**src/rtl/byte_line_reader.sv**
```systemverilog
// Line-oriented byte stream reader: assembles stream bytes into newline/full/EOF
// terminated lines, with a one-byte pushback slot, position tracking and rewind.
module byte_line_reader #(
  parameter int unsigned MAX_LEN = 16,
  parameter int unsigned LEN_W   = $clog2(MAX_LEN + 1),
  parameter int unsigned POS_W   = 32
) (
  input  logic                 clk,
  input  logic                 rst_n,
  input  logic                 in_valid,
  input  logic [7:0]           in_data,
  input  logic                 in_last,
  output logic                 in_ready,
  input  logic                 unget_valid,
  input  logic [7:0]           unget_data,
  output logic                 unget_ready,
  input  logic                 rewind,
  output logic                 line_valid,
  input  logic                 line_ready,
  output logic [8*MAX_LEN-1:0] line_data,
  output logic [LEN_W-1:0]     line_len,
  output logic                 line_trunc,
  output logic                 line_eof,
  output logic                 eof,
  output logic                 err,
  output logic [POS_W-1:0]     pos
);

  typedef enum logic [1:0] {
    COLLECT  = 2'd0,
    EMIT     = 2'd1,
    EOF_DONE = 2'd2
  } state_e;

  state_e           state_q, state_d;
  logic [7:0]       buf_q [MAX_LEN];
  logic [7:0]       buf_d [MAX_LEN];
  logic [LEN_W-1:0] len_q, len_d;
  logic             pb_full_q, pb_full_d;
  logic [7:0]       pb_data_q, pb_data_d;
  logic             line_valid_q, line_valid_d;
  logic             line_trunc_q, line_trunc_d;
  logic             line_eof_q, line_eof_d;
  logic             err_q, err_d;
  logic [POS_W-1:0] pos_q, pos_d;

  logic             take_pb, take_st, consume, unget_acc;
  logic [7:0]       byte_in;
  logic [LEN_W-1:0] len_inc;
  logic [POS_W-1:0] pos_inc;

  assign in_ready    = (state_q == COLLECT) && !pb_full_q;
  assign unget_ready = !pb_full_q && (state_q != EOF_DONE);
  assign eof         = (state_q == EOF_DONE);
  assign err         = err_q;
  assign pos         = pos_q;
  assign line_valid  = line_valid_q;
  assign line_trunc  = line_trunc_q;
  assign line_eof    = line_eof_q;
  assign line_len    = line_valid_q ? len_q : '0;

  always_comb begin
    line_data = '0;
    for (int unsigned k = 0; k < MAX_LEN; k++) begin
      line_data[8*k +: 8] = line_valid_q ? buf_q[k] : 8'h00;
    end
  end

  // Pushback wins over the stream: in_ready is already low whenever it is full.
  assign take_pb   = (state_q == COLLECT) && pb_full_q;
  assign take_st   = in_valid && in_ready;
  assign consume   = take_pb || take_st;
  assign byte_in   = take_pb ? pb_data_q : in_data;
  assign unget_acc = unget_valid && unget_ready;
  assign len_inc   = len_q + 1'b1;
  assign pos_inc   = pos_q + {{(POS_W-1){1'b0}}, consume};

  always_comb begin
    state_d      = state_q;
    buf_d        = buf_q;
    len_d        = len_q;
    pb_full_d    = pb_full_q;
    pb_data_d    = pb_data_q;
    line_valid_d = line_valid_q;
    line_trunc_d = line_trunc_q;
    line_eof_d   = line_eof_q;
    err_d        = err_q;
    pos_d        = pos_q;

    if (rewind) begin
      state_d      = COLLECT;
      buf_d        = '{default: 8'h00};
      len_d        = '0;
      pb_full_d    = 1'b0;
      pb_data_d    = '0;
      line_valid_d = 1'b0;
      line_trunc_d = 1'b0;
      line_eof_d   = 1'b0;
      err_d        = 1'b0;
      pos_d        = '0;
    end else begin
      if (unget_valid && !unget_ready) err_d = 1'b1;
      if (take_pb) pb_full_d = 1'b0;
      // A same-cycle stream byte counts first, so the saturating decrement applies after it.
      pos_d = pos_inc;
      if (unget_acc) begin
        pb_full_d = 1'b1;
        pb_data_d = unget_data;
        if (pos_inc != '0) pos_d = pos_inc - 1'b1;
      end

      case (state_q)
        COLLECT: begin
          if (consume) begin
            for (int unsigned k = 0; k < MAX_LEN; k++) begin
              if (len_q == LEN_W'(k)) buf_d[k] = byte_in;
            end
            len_d = len_inc;
            if ((take_st && in_last) || (byte_in == 8'h0A) || (len_inc == LEN_W'(MAX_LEN))) begin
              state_d      = EMIT;
              line_valid_d = 1'b1;
              line_eof_d   = take_st && in_last;
              line_trunc_d = (len_inc == LEN_W'(MAX_LEN)) && (byte_in != 8'h0A);
            end
          end
        end
        EMIT: begin
          if (line_ready) begin
            buf_d        = '{default: 8'h00};
            len_d        = '0;
            line_valid_d = 1'b0;
            line_trunc_d = 1'b0;
            line_eof_d   = 1'b0;
            state_d      = line_eof_q ? EOF_DONE : COLLECT;
          end
        end
        default: ;
      endcase
    end
  end

  always_ff @(posedge clk or negedge rst_n) begin
    if (!rst_n) begin
      state_q      <= COLLECT;
      buf_q        <= '{default: 8'h00};
      len_q        <= '0;
      pb_full_q    <= 1'b0;
      pb_data_q    <= '0;
      line_valid_q <= 1'b0;
      line_trunc_q <= 1'b0;
      line_eof_q   <= 1'b0;
      err_q        <= 1'b0;
      pos_q        <= '0;
    end else begin
      state_q      <= state_d;
      buf_q        <= buf_d;
      len_q        <= len_d;
      pb_full_q    <= pb_full_d;
      pb_data_q    <= pb_data_d;
      line_valid_q <= line_valid_d;
      line_trunc_q <= line_trunc_d;
      line_eof_q   <= line_eof_d;
      err_q        <= err_d;
      pos_q        <= pos_d;
    end
  end

endmodule
```
**config.mk**
```make
export PLATFORM = sky130hd
export DESIGN_NAME = byte_line_reader
export DESIGN_NICKNAME = d
export VERILOG_FILES = /design/src/rtl/byte_line_reader.sv
export SDC_FILE = /design/constraint.sdc
export NUM_CORES = 1
export LEC_CHECK = 0
export CORE_MARGIN = 8
export CORE_UTILIZATION = 40
export CTS_BUF_LIST = sky130_fd_sc_hd__clkbuf_4 sky130_fd_sc_hd__clkbuf_8
export DETAILED_ROUTE_END_ITERATION = 10
export PLACE_DENSITY = 0.64
export SYNTH_ARGS = -nofsm -noshare
export SYNTH_HDL_FRONTEND = slang
export SYNTH_SLANG_ARGS = --single-unit
```
**constraint.sdc**
```tcl
create_clock -name clk -period 10.64 [get_ports clk]
set_clock_uncertainty 0.05 [all_clocks]
set_input_delay 1.596 -clock clk [delete_from_list [all_inputs] [get_ports clk]]
set_output_delay 1.596 -clock clk [all_outputs]
set_load 0.02 [all_outputs]
```
==> summary.txt, run 1 <==
Post-DP Area -> 0.0120 sq mm
Worst path slowest cell -> a2111oi_4
Top cell by count, worst path -> ha_1
Port Buf Inserts -> 194
Clk root buf -> clkbuf_8
Reg2reg end -> pos[10]$_DFF_PN0_
Synth unique cells -> 62
Vias post-DR -> 7,734
Total CTS buffers -> 17
Mapped Cells -> 948
Net Count, Synth -> 980
CTS Buffer Depth -> 2
Iteration-0 DRC Markers -> 529
Crit-path leading delay family -> simple AND/OR/NAND/NOR gates
Setup TNS -> 0 ns
Total of max-cap violations -> 0
Number of buffers and inverters on the critical path -> 2
Ant. Diodes -> 0
Min-Delay Path Depth -> 2
First-pass GRT wire length -> 45,900 microns
Post-route cell area -> 0.0124 sq mm
Hold EP -> line_trunc$_DFFE_PN0P_
IO Count -> 195
Max frequency -> 0.164 GHz
Critical Path Start Type -> input pin
Vias in the first global route -> 7,963
DRT Pass-1 Iters -> 7
RSZ-0062 raised after global routing -> no
Min-Delay Path Class -> flop to flop
Leakage -> 5.35 nW
Initial antenna violation count -> 0
Clock transition at the registers of the reported paths -> 0.10 ns
Dpl ws -> 4.11 ns
Ys async rst share -> 1.00
Routed wire length -> 28,300 microns
Syn avg cell area -> 10.4 sq um
Reg2reg setup slack -> 5.73 ns
Postcts setup bufs -> 0
Layout area overhead -> 26.6%
Layout cells sized above 1 -> 0.177
Total global-route track usage -> 0.189
Residual DRC -> 0
CTS hold repair buffers -> 0
TritonCTS clock tree -> yes
Mapped Area -> 0.00983 sq mm
Worst-margin pin slew -> 1.14 ns
Critical path class -> input pin to flop
EDFF count, synth -> 0
Critical path, cell by cell -> clkdlybuf4s50_1 -> nor2_1 -> nor3_1 -> ha_1 -> ha_1 -> nand4_1 -> nor4_1 -> xnor2_1 -> o21ai_2 -> or3_1 -> a2111oi_4 -> buf_4 -> a21oi_2 -> mux2i_1 -> mux2_1
Post-cts sizing count -> 0
WL/cell -> 19.6 microns
Slowest stage delay, CP -> 0.72 ns
Depth of the most critical reg-to-reg path -> 13
Synth Warn # -> 0
Vias/cell -> 5.37
Die H -> 173 microns
Die Area -> 0.0299 sq mm
Final Max Slew Viols -> 0
Main synth FF type -> dfrtp_1
Die width -> 173 microns
RR Startpoint -> state_q[0]$_DFFE_PN0P_
Worst-path maximum fanout -> 12
CP required -> 10.94 ns
CP Capture Type -> flop
Final Wtd Congestion -> 0.872
Worst-Skew Late Latency -> 0.47 ns
Filler instances -> 2,215
Clk sinks -> 179
H-tree Lvls -> 4
Nets -> 1,136
Row Count -> 57
Final WS setup -> 4.56 ns
Final hold viol count -> 0
Pin count of the biggest net entering global routing -> 142
Hold_ws -> 0.454 ns
Min-delay src -> line_trunc$_DFFE_PN0P_
Layout Utilization -> 0.513
Final Cycle Share -> 0.572
Slew headroom -> 0.238
Tmin final -> 6.08 ns
Status -> finished, final reports clean
Antenna-violating nets left -> 0
VDD IR max -> 0.000195 V
FF+latch count, synth -> 179
Starting Density -> 0.405
Power Density -> 269 mW/mm^2
Global route total overflow -> 0
DP HPWL -> 19,700 microns
Data arrival time of the worst path -> 6.39 ns
Final Setup Violations -> 0
Register area share after synthesis -> 0.456
Core area -> 0.0242 sq mm
[layout by cell type, fill, tap and decap left out, drive strengths merged, types with 3 or more instances in the layout]
cell | netlist | layout
a211o | 3 | 3
a21o | 7 | 7
xnor2 | 33 | 33
a22o | 5 | 5
o31a | 3 | 3
nand4 | 17 | 17
a2111oi | 8 | 8
and3 | 12 | 12
nor4 | 7 | 7
or3 | 9 | 9
clkinv | 0 | 7
nand2 | 55 | 55
mux2 | 133 | 133
o21a | 3 | 3
or4 | 4 | 4
clkbuf | 51 | 18
nand3 | 26 | 26
a21oi | 44 | 44
dfrtp | 179 | 179
nor4b | 5 | 5
a31o | 5 | 5
xor2 | 11 | 11
o21ai | 8 | 8
o31ai | 4 | 4
a211oi | 11 | 11
nor2 | 54 | 54
and4 | 8 | 8
nand4b | 3 | 3
inv | 13 | 18
mux2i | 4 | 4
buf | 14 | 10
nor2b | 11 | 11
and2 | 142 | 142
or2 | 6 | 6
ha | 9 | 9
nor3 | 21 | 21
clkdlybuf4s50 | 0 | 192
[cells by family (layout without fill, tap and decap cells)]
family          Yosys count  count (layout)  share of synthesized area
buf+inv                  78             247                     0.0327
compound gates          109             109                     0.0806
flops                   179             179                      0.456
xor+xnor                 44              44                     0.0392
fa+ha+maj                 9               9                     0.0115
mux                     137             137                      0.156
simple gates            392             392                      0.224
[worst max-delay path by stage]
stage,slack [ns],startpoint,cells after the start,to
after floorplan,5.72,in_valid,15,pos[29]$_DFF_PN0_
after global placement,4.24,in_valid,15,pos[10]$_DFF_PN0_
after detailed placement,4.11,in_valid,15,pos[10]$_DFF_PN0_
after CTS,4.61,in_valid,15,pos[10]$_DFF_PN0_
after global routing,4.28,in_valid,15,pos[12]$_DFF_PN0_
final,4.56,in_valid,15,pos[10]$_DFF_PN0_
[metal layers]
metal	global-route usage	part of all wire
met2	0.306	0.46
met5	0	0
met4	0.0438	0.016
met1	0.243	0.45
met3	0.0627	0.071
[per-stage QoR]
step	instances	power [mW]
2_1_floorplan	948	2.31
3_3_place_gp	1409	2.85
3_5_place_dp	1409	2.87
4_1_cts	1441	3.38
5_1_grt	1441	3.58
6_report	1441	3.35
[synth_stat cells, drive strengths merged (3+ instances only)]
| cell type | count | area, sq um |
|---|---|---|
| a2111oi | 8 | 108 |
| a211o | 3 | 27.5 |
| a211oi | 11 | 92.6 |
| a21o | 7 | 52.6 |
| a21oi | 44 | 231 |
| a22o | 5 | 43.8 |
| a31o | 5 | 43.8 |
| and2 | 142 | 888 |
| and3 | 12 | 75.1 |
| and4 | 8 | 70.1 |
| buf | 14 | 81.3 |
| clkbuf | 51 | 191 |
| dfrtp | 179 | 4480 |
| ha | 9 | 113 |
| inv | 13 | 48.8 |
| mux2 | 133 | 1500 |
| mux2i | 4 | 40.0 |
| nand2 | 55 | 206 |
| nand3 | 26 | 130 |
| nand4 | 17 | 106 |
| nand4b | 3 | 26.3 |
| nor2 | 54 | 203 |
| nor2b | 11 | 68.8 |
| nor3 | 21 | 105 |
| nor4 | 7 | 56.3 |
| nor4b | 5 | 43.8 |
| o21a | 3 | 22.5 |
| o21ai | 8 | 43.8 |
| o31a | 3 | 26.3 |
| o31ai | 4 | 30.0 |
| or2 | 6 | 37.5 |
| or3 | 9 | 56.3 |
| or4 | 4 | 30.0 |
| xnor2 | 33 | 289 |
| xor2 | 11 | 96.3 |
[worst min-delay path, delay by kind of cell, from the launching register on]
family / cells / cell delay [ns]
flops: 1 / 0.36
compound gates: 1 / 0.06
simple gates: 1 / 0.05
[sequential cells by signal, indices dropped and copies added, names as in the netlist]
name	count
pos	32
line_eof	1
line_trunc	1
len_q	5
pb_data_q	8
buf_q	128
state_q	2
err	1
pb_full_q	1
[final cells by class]
class | count | area, sq um | area share
tap | 324 | 405 | 0.0326
clock buffer | 18 | 248 | 0.0199
inverter | 13 | 48.8 | 0.00392
multi-input combinational | 691 | 5070 | 0.408
clock inverter | 14 | 190 | 0.0153
timing repair buffer | 202 | 2000 | 0.161
sequential | 179 | 4480 | 0.360
[power breakdown]
group | internal [mW] | switching [mW] | leakage [nW]
Sequential | 0.897 | 0.198 | 2.40
Clock | 0.209 | 0.294 | 0.215
Combinational | 0.763 | 0.991 | 2.74
Total | 1.87 | 1.48 | 5.35
No activity file was read; power rests on OpenSTA's default activity.
==> run 2, diff against run 1 <==
--- a/config.mk
+++ b/config.mk
@@ -9,7 +9,7 @@
 export CORE_UTILIZATION = 40
 export CTS_BUF_LIST = sky130_fd_sc_hd__clkbuf_4 sky130_fd_sc_hd__clkbuf_8
 export DETAILED_ROUTE_END_ITERATION = 10
-export PLACE_DENSITY = 0.64
+export PLACE_DENSITY = 0.67
 export SYNTH_ARGS = -nofsm -noshare
 export SYNTH_HDL_FRONTEND = slang
 export SYNTH_SLANG_ARGS = --single-unit
==> constraint.sdc (replaced) <==
create_clock -name clk -period 5.44 [get_ports clk]
set_clock_uncertainty 0.05 [all_clocks]
set_input_delay 0.816 -clock clk [delete_from_list [all_inputs] [get_ports clk]]
set_output_delay 0.816 -clock clk [all_outputs]
set_load 0.02 [all_outputs]
==> summary.txt, run 2 (same netlist as run 1, synthesis figures left out) <==
IO Count -> 195 (unchanged)
Internal -> 3.71 mW (+98%)
DP HPWL -> 20,300 microns (+3.4%)
DRT Pass-1 Iters -> 6 (-1)
Clk root buf -> clkbuf_8
Post-cts sizing count -> 0 (unchanged)
Final Setup Violations -> 0 (unchanged)
Antenna-violating nets left -> 0 (unchanged)
Die width -> 173 microns (unchanged)
Worst Setup SP -> in_valid
Min-Delay Path Class -> input pin to asynchronous set/reset pin
CP Capture Type -> flop
Final Wtd Congestion -> 0.896 (+2.7%)
Max reg flops -> 128 (unchanged)
Row Count -> 57 (unchanged)
Nets -> 1,149 (+1.1%)
Status -> finished, final reports clean
Total of max-cap violations -> 0 (unchanged)
Layout area overhead -> 27.4%
Ant. Diodes -> 0 (unchanged)
Most frequent cells in the layout -> 192 x clkdlybuf4s50_1, 178 x dfrtp_1, 141 x and2_1
Leakage -> 5.42 nW (+1.3%)
WL/cell -> 19.8 microns (+0.76%)
Slew headroom -> 0.273 (+0.0357)
Filler instances -> 2,195 (-0.90%)
Worst-path maximum fanout -> 10 (-2)
First-pass GRT wire length -> 46,100 microns (+0.53%)
Global route total overflow -> 0 (unchanged)
FF+latch area -> 0.00448 sq mm (unchanged)
Tmin final -> 4.60 ns
Port Buf Inserts -> 194 (unchanged)
CTS hold repair buffers -> 0 (unchanged)
Die Area -> 0.0299 sq mm (unchanged)
Critical path class -> input pin to flop
Total global-route track usage -> 0.192 (+0.00234)
Layout Utilization -> 0.517 (+0.00335)
Core area -> 0.0242 sq mm (unchanged)
VDD IR max -> 0.000526 V (+170%)
Postcts setup bufs -> 0 (unchanged)
Worst-margin pin slew -> 1.08 ns (-0.0635 ns)
Power Density -> 531 mW/mm^2 (+97%)
Iteration-0 DRC Markers -> 627 (+19%)
Vias/cell -> 5.30 (-1.2%)
RSZ-0062 raised after global routing -> no
Setup TNS -> 0 ns (unchanged)
Met1 WL -> 13,100 microns (+3.6%)
Final Cycle Share -> 0.846
Highest metal layer with signal wires -> met4
CP required -> 5.76 ns (-5.18 ns)
Residual DRC -> 0 (unchanged)
Vias in the first global route -> 7,870 (-1.2%)
Net Switching -> 2.94 mW (+98%)
Critical Path Start Type -> input pin
Final hold viol count -> 0 (unchanged)
Most common library cell in the layout ignoring fill and taps -> clkdlybuf4s50_1
CTS Buffer Depth -> 2 (unchanged)
Largest register by flop count -> buf_q
Clk sinks -> 179 (unchanged)
Max frequency -> 0.217 GHz
Data arrival time of the worst path -> 4.92 ns (-1.47 ns)
Starting Density -> 0.405 (unchanged)
Worst-Skew Late Latency -> 0.47 ns (about the same)
Final Max Slew Viols -> 0 (unchanged)
Clk pwr share -> 0.147 (-0.003)
Initial antenna violation count -> 0 (unchanged)
Pin count of the biggest net entering global routing -> 140 (-1.4%)
H-tree Lvls -> 4 (unchanged)
Sequential fraction of design power -> 0.323 (-0.004)
Vias post-DR -> 7,711 (-0.30%)
Total CTS buffers -> 17 (unchanged)
Routed wire length -> 28,700 microns (+1.7%)
Combinational share of power -> 0.530 (+0.007)
TritonCTS clock tree -> yes
Layout cells sized above 1 -> 0.182 (+0.00504)
Area of the multi-input gates -> 0.00504 sq mm (-0.59%)
Die H -> 173 microns (unchanged)
Reg2reg setup slack -> 1.14 ns (-4.59 ns)
Met3 WL -> 2000 microns (+0.20%)
Clock transition at the registers of the reported paths -> 0.11 ns (about the same)
Switching share of power -> 0.442 (about the same)
Routed wl met2 -> 13,300 microns (+0.99%)
RR Startpoint -> state_q[0]$_DFFE_PN0P_
[run 2: cell types whose count changed in the layout (fill, tap and decap cells not counted), moves of 2 or more]
| cell | delta |
|---|---|
| clkinv_8 | +2 |
| a21oi_2 | -5 |
| buf_4 | +12 |
| inv_12 | +2 |
| a21oi_1 | +5 |
[run 2: path summary, 6_finish.rpt]
| path | to | depth (start not counted) |
|---|---|---|
| worst max-delay path | pos[31]$_DFF_PN0_ | 15 |
| worst min-delay path | pos[18]$_DFF_PN0_ | 1 |
| worst max register to register | pos[31]$_DFF_PN0_ | 13 |
| worst min register to register | buf_q[31]$_DFFE_PN0P_ | 1 |
| max in group asynchronous | buf_q[44]$_DFFE_PN0P_ | 2 |
| min in group clk | buf_q[31]$_DFFE_PN0P_ | 1 |
[run 2: metrics by stage]
step / setup slack (ns) / power (mW) / hold slack, ns / cell area [sq um] / instances
after CTS: 0.865 / 6.69 / 0.285 / 12500 / 1454
after global placement: 0.459 / 5.66 / 0.421 / 12100 / 1422
after global routing: 0.593 / 7.09 / 0.305 / 12500 / 1454
after detailed placement: 0.371 / 5.70 / 0.435 / 12100 / 1422
after floorplan: 1.30 / 4.52 / 0.421 / 9830 / 948
final: 0.837 / 6.65 / 0.280 / 12500 / 1454
[run 2: area by class of cell]
class,instances,area share
Tap cell,324,0.0324
Sequential cell,179,0.358
Clock buffer,17,0.0187
Timing Repair Buffer,215,0.168
Clock inverter,15,0.0164
Multi-Input combinational cell,691,0.402
Inverter,13,0.00390
[run 2: layer usage]
metal,vias up,global-route usage
met5,-,0
met4,0,0.0431
met3,21,0.0638
met2,228,0.302
met1,3812,0.252
li1,3650,-
[run 2: worst max-delay path, cell delays in order]
cell and delay [ns]:
clkdlybuf4s50_1 0.47, nor2_1 0.05, nor3_1 0.25, ha_1 0.29, ha_1 0.19, buf_4 0.17, xor2_1 0.11, or3_1 0.37
nor2_1 0.22, nand4_1 0.17, or4_1 0.55, or2_1 0.34, a211oi_2 0.56, a211oi_1 0.15, a31o_1 0.21
[run 2: power by group through the flow]
stage / combinational (mW) / sequential [mW] / clock [mW]
detailed placement: 3.53 / 2.17 / 0
global route: 3.81 / 2.22 / 1.06
floorplan: 2.40 / 2.12 / 0
global placement: 3.50 / 2.15 / 0
finish: 3.52 / 2.15 / 0.974
CTS: 3.55 / 2.14 / 1.00
==> run 3, diff against run 2 <==
--- a/config.mk
+++ b/config.mk
@@ -9,7 +9,7 @@
 export CORE_UTILIZATION = 40
 export CTS_BUF_LIST = sky130_fd_sc_hd__clkbuf_4 sky130_fd_sc_hd__clkbuf_8
 export DETAILED_ROUTE_END_ITERATION = 10
-export PLACE_DENSITY = 0.67
+export PLACE_DENSITY = 0.64
 export SYNTH_ARGS = -nofsm -noshare
 export SYNTH_HDL_FRONTEND = slang
 export SYNTH_SLANG_ARGS = --single-unit
==> constraint.sdc (replaced) <==
create_clock -name clk -period 4.67 [get_ports clk]
set_clock_uncertainty 0.05 [all_clocks]
set_input_delay 0.7005 -clock clk [delete_from_list [all_inputs] [get_ports clk]]
set_output_delay 0.7005 -clock clk [all_outputs]
set_load 0.02 [all_outputs]
==> summary.txt, run 3 (same netlist as run 1, synthesis figures left out) <==
Starting Density -> 0.405 (unchanged)
Port Buf Inserts -> 194 (unchanged)
Clk root buf -> clkbuf_8
Initial antenna violation count -> 2 (+2)
Routed wire length -> 29,600 microns (+3.0%)
Worst setup path endpoint -> pos[29]$_DFF_PN0_
Final WS setup -> 0.408 ns (-0.429 ns)
Slowest stage delay, CP -> 0.55 ns (about the same)
Most common library cell in the layout ignoring fill and taps -> clkdlybuf4s50_1
Dpl ws -> -0.0297 ns (-0.400 ns)
CP required -> 4.97 ns (-0.79 ns)
CP Capture Type -> flop
Worst path slowest cell -> or4_1
Total of max-cap violations -> 0 (unchanged)
Iteration-0 DRC Markers -> 547 (-13%)
Worst Setup SP -> in_valid
Final instance count without filler cells -> 1,488 (+2.3%)
Clock transition at the registers of the reported paths -> 0.11 ns (about the same)
Critical path, cell by cell -> clkdlybuf4s50_1 -> nor2_1 -> nor3_1 -> ha_1 -> ha_1 -> buf_4 -> xor2_1 -> or3_1 -> nor2_1 -> nand4_1 -> or4_1 -> or2_1 -> a2111oi_2 -> buf_4 -> nand4_1 -> and3b_1
Antenna-violating nets left -> 0 (unchanged)
WL/cell -> 19.9 microns (+0.63%)
Depth of the most critical reg-to-reg path -> 15 (+2)
Vias/cell -> 5.34 (+0.64%)
Residual DRC -> 0 (unchanged)
Row Count -> 57 (unchanged)
RSZ-0062 raised after global routing -> no
Worst-Skew Late Latency -> 0.46 ns (about the same)
Status -> finished, final reports clean
Layout area overhead -> 30.4%
Post-cts sizing count -> 0 (unchanged)
Postcts setup bufs -> 0 (unchanged)
Slew headroom -> 0.280 (+0.00705)
Die Area -> 0.0299 sq mm (unchanged)
Die width -> 173 microns (unchanged)
Layout cells sized above 1 -> 0.210 (+0.0275)
Final Wtd Congestion -> 0.906 (+1.1%)
Max reg flops -> 128 (unchanged)
Critical Path Start Type -> input pin
Power Density -> 635 mW/mm^2 (+20%)
Vias post-DR -> 7,942 (+3.0%)
Min-Delay Path Class -> input pin to asynchronous set/reset pin
VDD IR max -> 0.000642 V (+22%)
Vias in the first global route -> 8,254 (+4.9%)
Core area -> 0.0242 sq mm (unchanged)
Clk sinks -> 179 (unchanged)
Filler instances -> 2,227 (+1.5%)
Pin count of the biggest net entering global routing -> 100 (-29%)
CTS Buffer Depth -> 2 (unchanged)
RR Startpoint -> pb_full_q$_DFFE_PN0P_
Final hold viol count -> 0 (unchanged)
Nets -> 1,182 (+2.9%)
Reg2reg setup slack -> 0.65 ns (-0.49 ns)
Die H -> 173 microns (unchanged)
Max frequency -> 0.235 GHz
Leakage -> 5.59 nW (+3.2%)
DRT Pass-1 Iters -> 5 (-1)
Area of the multi-input gates -> 0.00507 sq mm (+0.60%)
Final Setup Violations -> 0 (unchanged)
FF+latch area -> 0.00448 sq mm (unchanged)
TritonCTS clock tree -> yes
First-pass GRT wire length -> 47,400 microns (+2.8%)
Worst-path maximum fanout -> 4 (-6)
Reg2reg end -> pos[29]$_DFF_PN0_
Worst-margin pin slew -> 1.07 ns (-0.0105 ns)
Global route total overflow -> 0 (unchanged)
Final Max Slew Viols -> 0 (unchanged)
Critical path class -> input pin to flop
Total global-route track usage -> 0.197 (+0.00496)
DP HPWL -> 20,800 microns (+2.6%)
Largest register by flop count -> buf_q
Total CTS buffers -> 17 (unchanged)
CTS hold repair buffers -> 0 (unchanged)
Total placed cells including tap cells -> 1,455 (+2.3%)
Most frequent cells in the layout -> 192 x clkdlybuf4s50_1, 178 x dfrtp_1, 141 x and2_1
H-tree Lvls -> 4 (unchanged)
Data arrival time of the worst path -> 4.57 ns (-0.35 ns)
Tmin final -> 4.26 ns
IO Count -> 195 (unchanged)
Final Cycle Share -> 0.913
run 3: worst max-delay path, delay by kind of cell:
kind	cells	cell delay, ns
xor+xnor	1	0.08
fa+ha+maj	2	0.50
compound gates	1	0.35
buf+inv	3	0.84
simple gates	9	2.10
run 3: metal layers:
| metal | part of all wire | GRT usage | vias to the layer above | routed length [microns] |
|---|---|---|---|---|
| li1 | - | - | 3711 | - |
| met1 | 0.45 | 0.257 | 3963 | 13400 |
| met2 | 0.46 | 0.312 | 234 | 13700 |
| met3 | 0.066 | 0.0627 | 32 | 1950 |
| met4 | 0.019 | 0.0474 | 2 | 555 |
| met5 | 0.00044 | 0 | - | 13 |
run 3: how the worst min path moves through the flow:
stage	startpoint	to	slack (ns)
after CTS	rst_n	pos[20]$_DFF_PN0_	0.28
final	rst_n	pos[20]$_DFF_PN0_	0.23
after detailed placement	line_trunc$_DFFE_PN0P_	line_trunc$_DFFE_PN0P_	0.43
after global routing	rst_n	pos[20]$_DFF_PN0_	0.29
after floorplan	rst_n	buf_q[0]$_DFFE_PN0P_	0.35
after global placement	line_trunc$_DFFE_PN0P_	line_trunc$_DFFE_PN0P_	0.42
run 3: per-stage QoR:
stage | util | instance area [sq um] | total power, mW | hold slack [ns] | TNS (ns)
2_1_floorplan | - | 9830 | 5.27 | 0.355 | 0
3_3_place_gp | 0.510 | 12400 | 6.92 | 0.422 | 0
3_5_place_dp | 0.510 | 12400 | 6.97 | 0.429 | -0.0297
4_1_cts | 0.528 | 12800 | 8.19 | 0.277 | 0
5_1_grt | 0.529 | 12800 | 8.66 | 0.288 | 0
6_report | 0.529 | 12800 | 8.14 | 0.233 | 0
run 3: final cells by class:
class / count / share of cell area
diodes: 1 / 0.000195
clock buffers: 17 / 0.0183
clock inverters: 15 / 0.0168
inverters: 13 / 0.00381
multi-input cells: 691 / 0.396
flip-flops and latches: 179 / 0.350
well taps: 324 / 0.0316
repair buffers: 248 / 0.184
run 3: power breakdown:
group	total (mW)	internal (mW)	switching, mW
combinational	4.45	2.10	2.35
sequential	2.51	2.04	0.464
clock	1.19	0.478	0.708
total	8.14	4.62	3.52
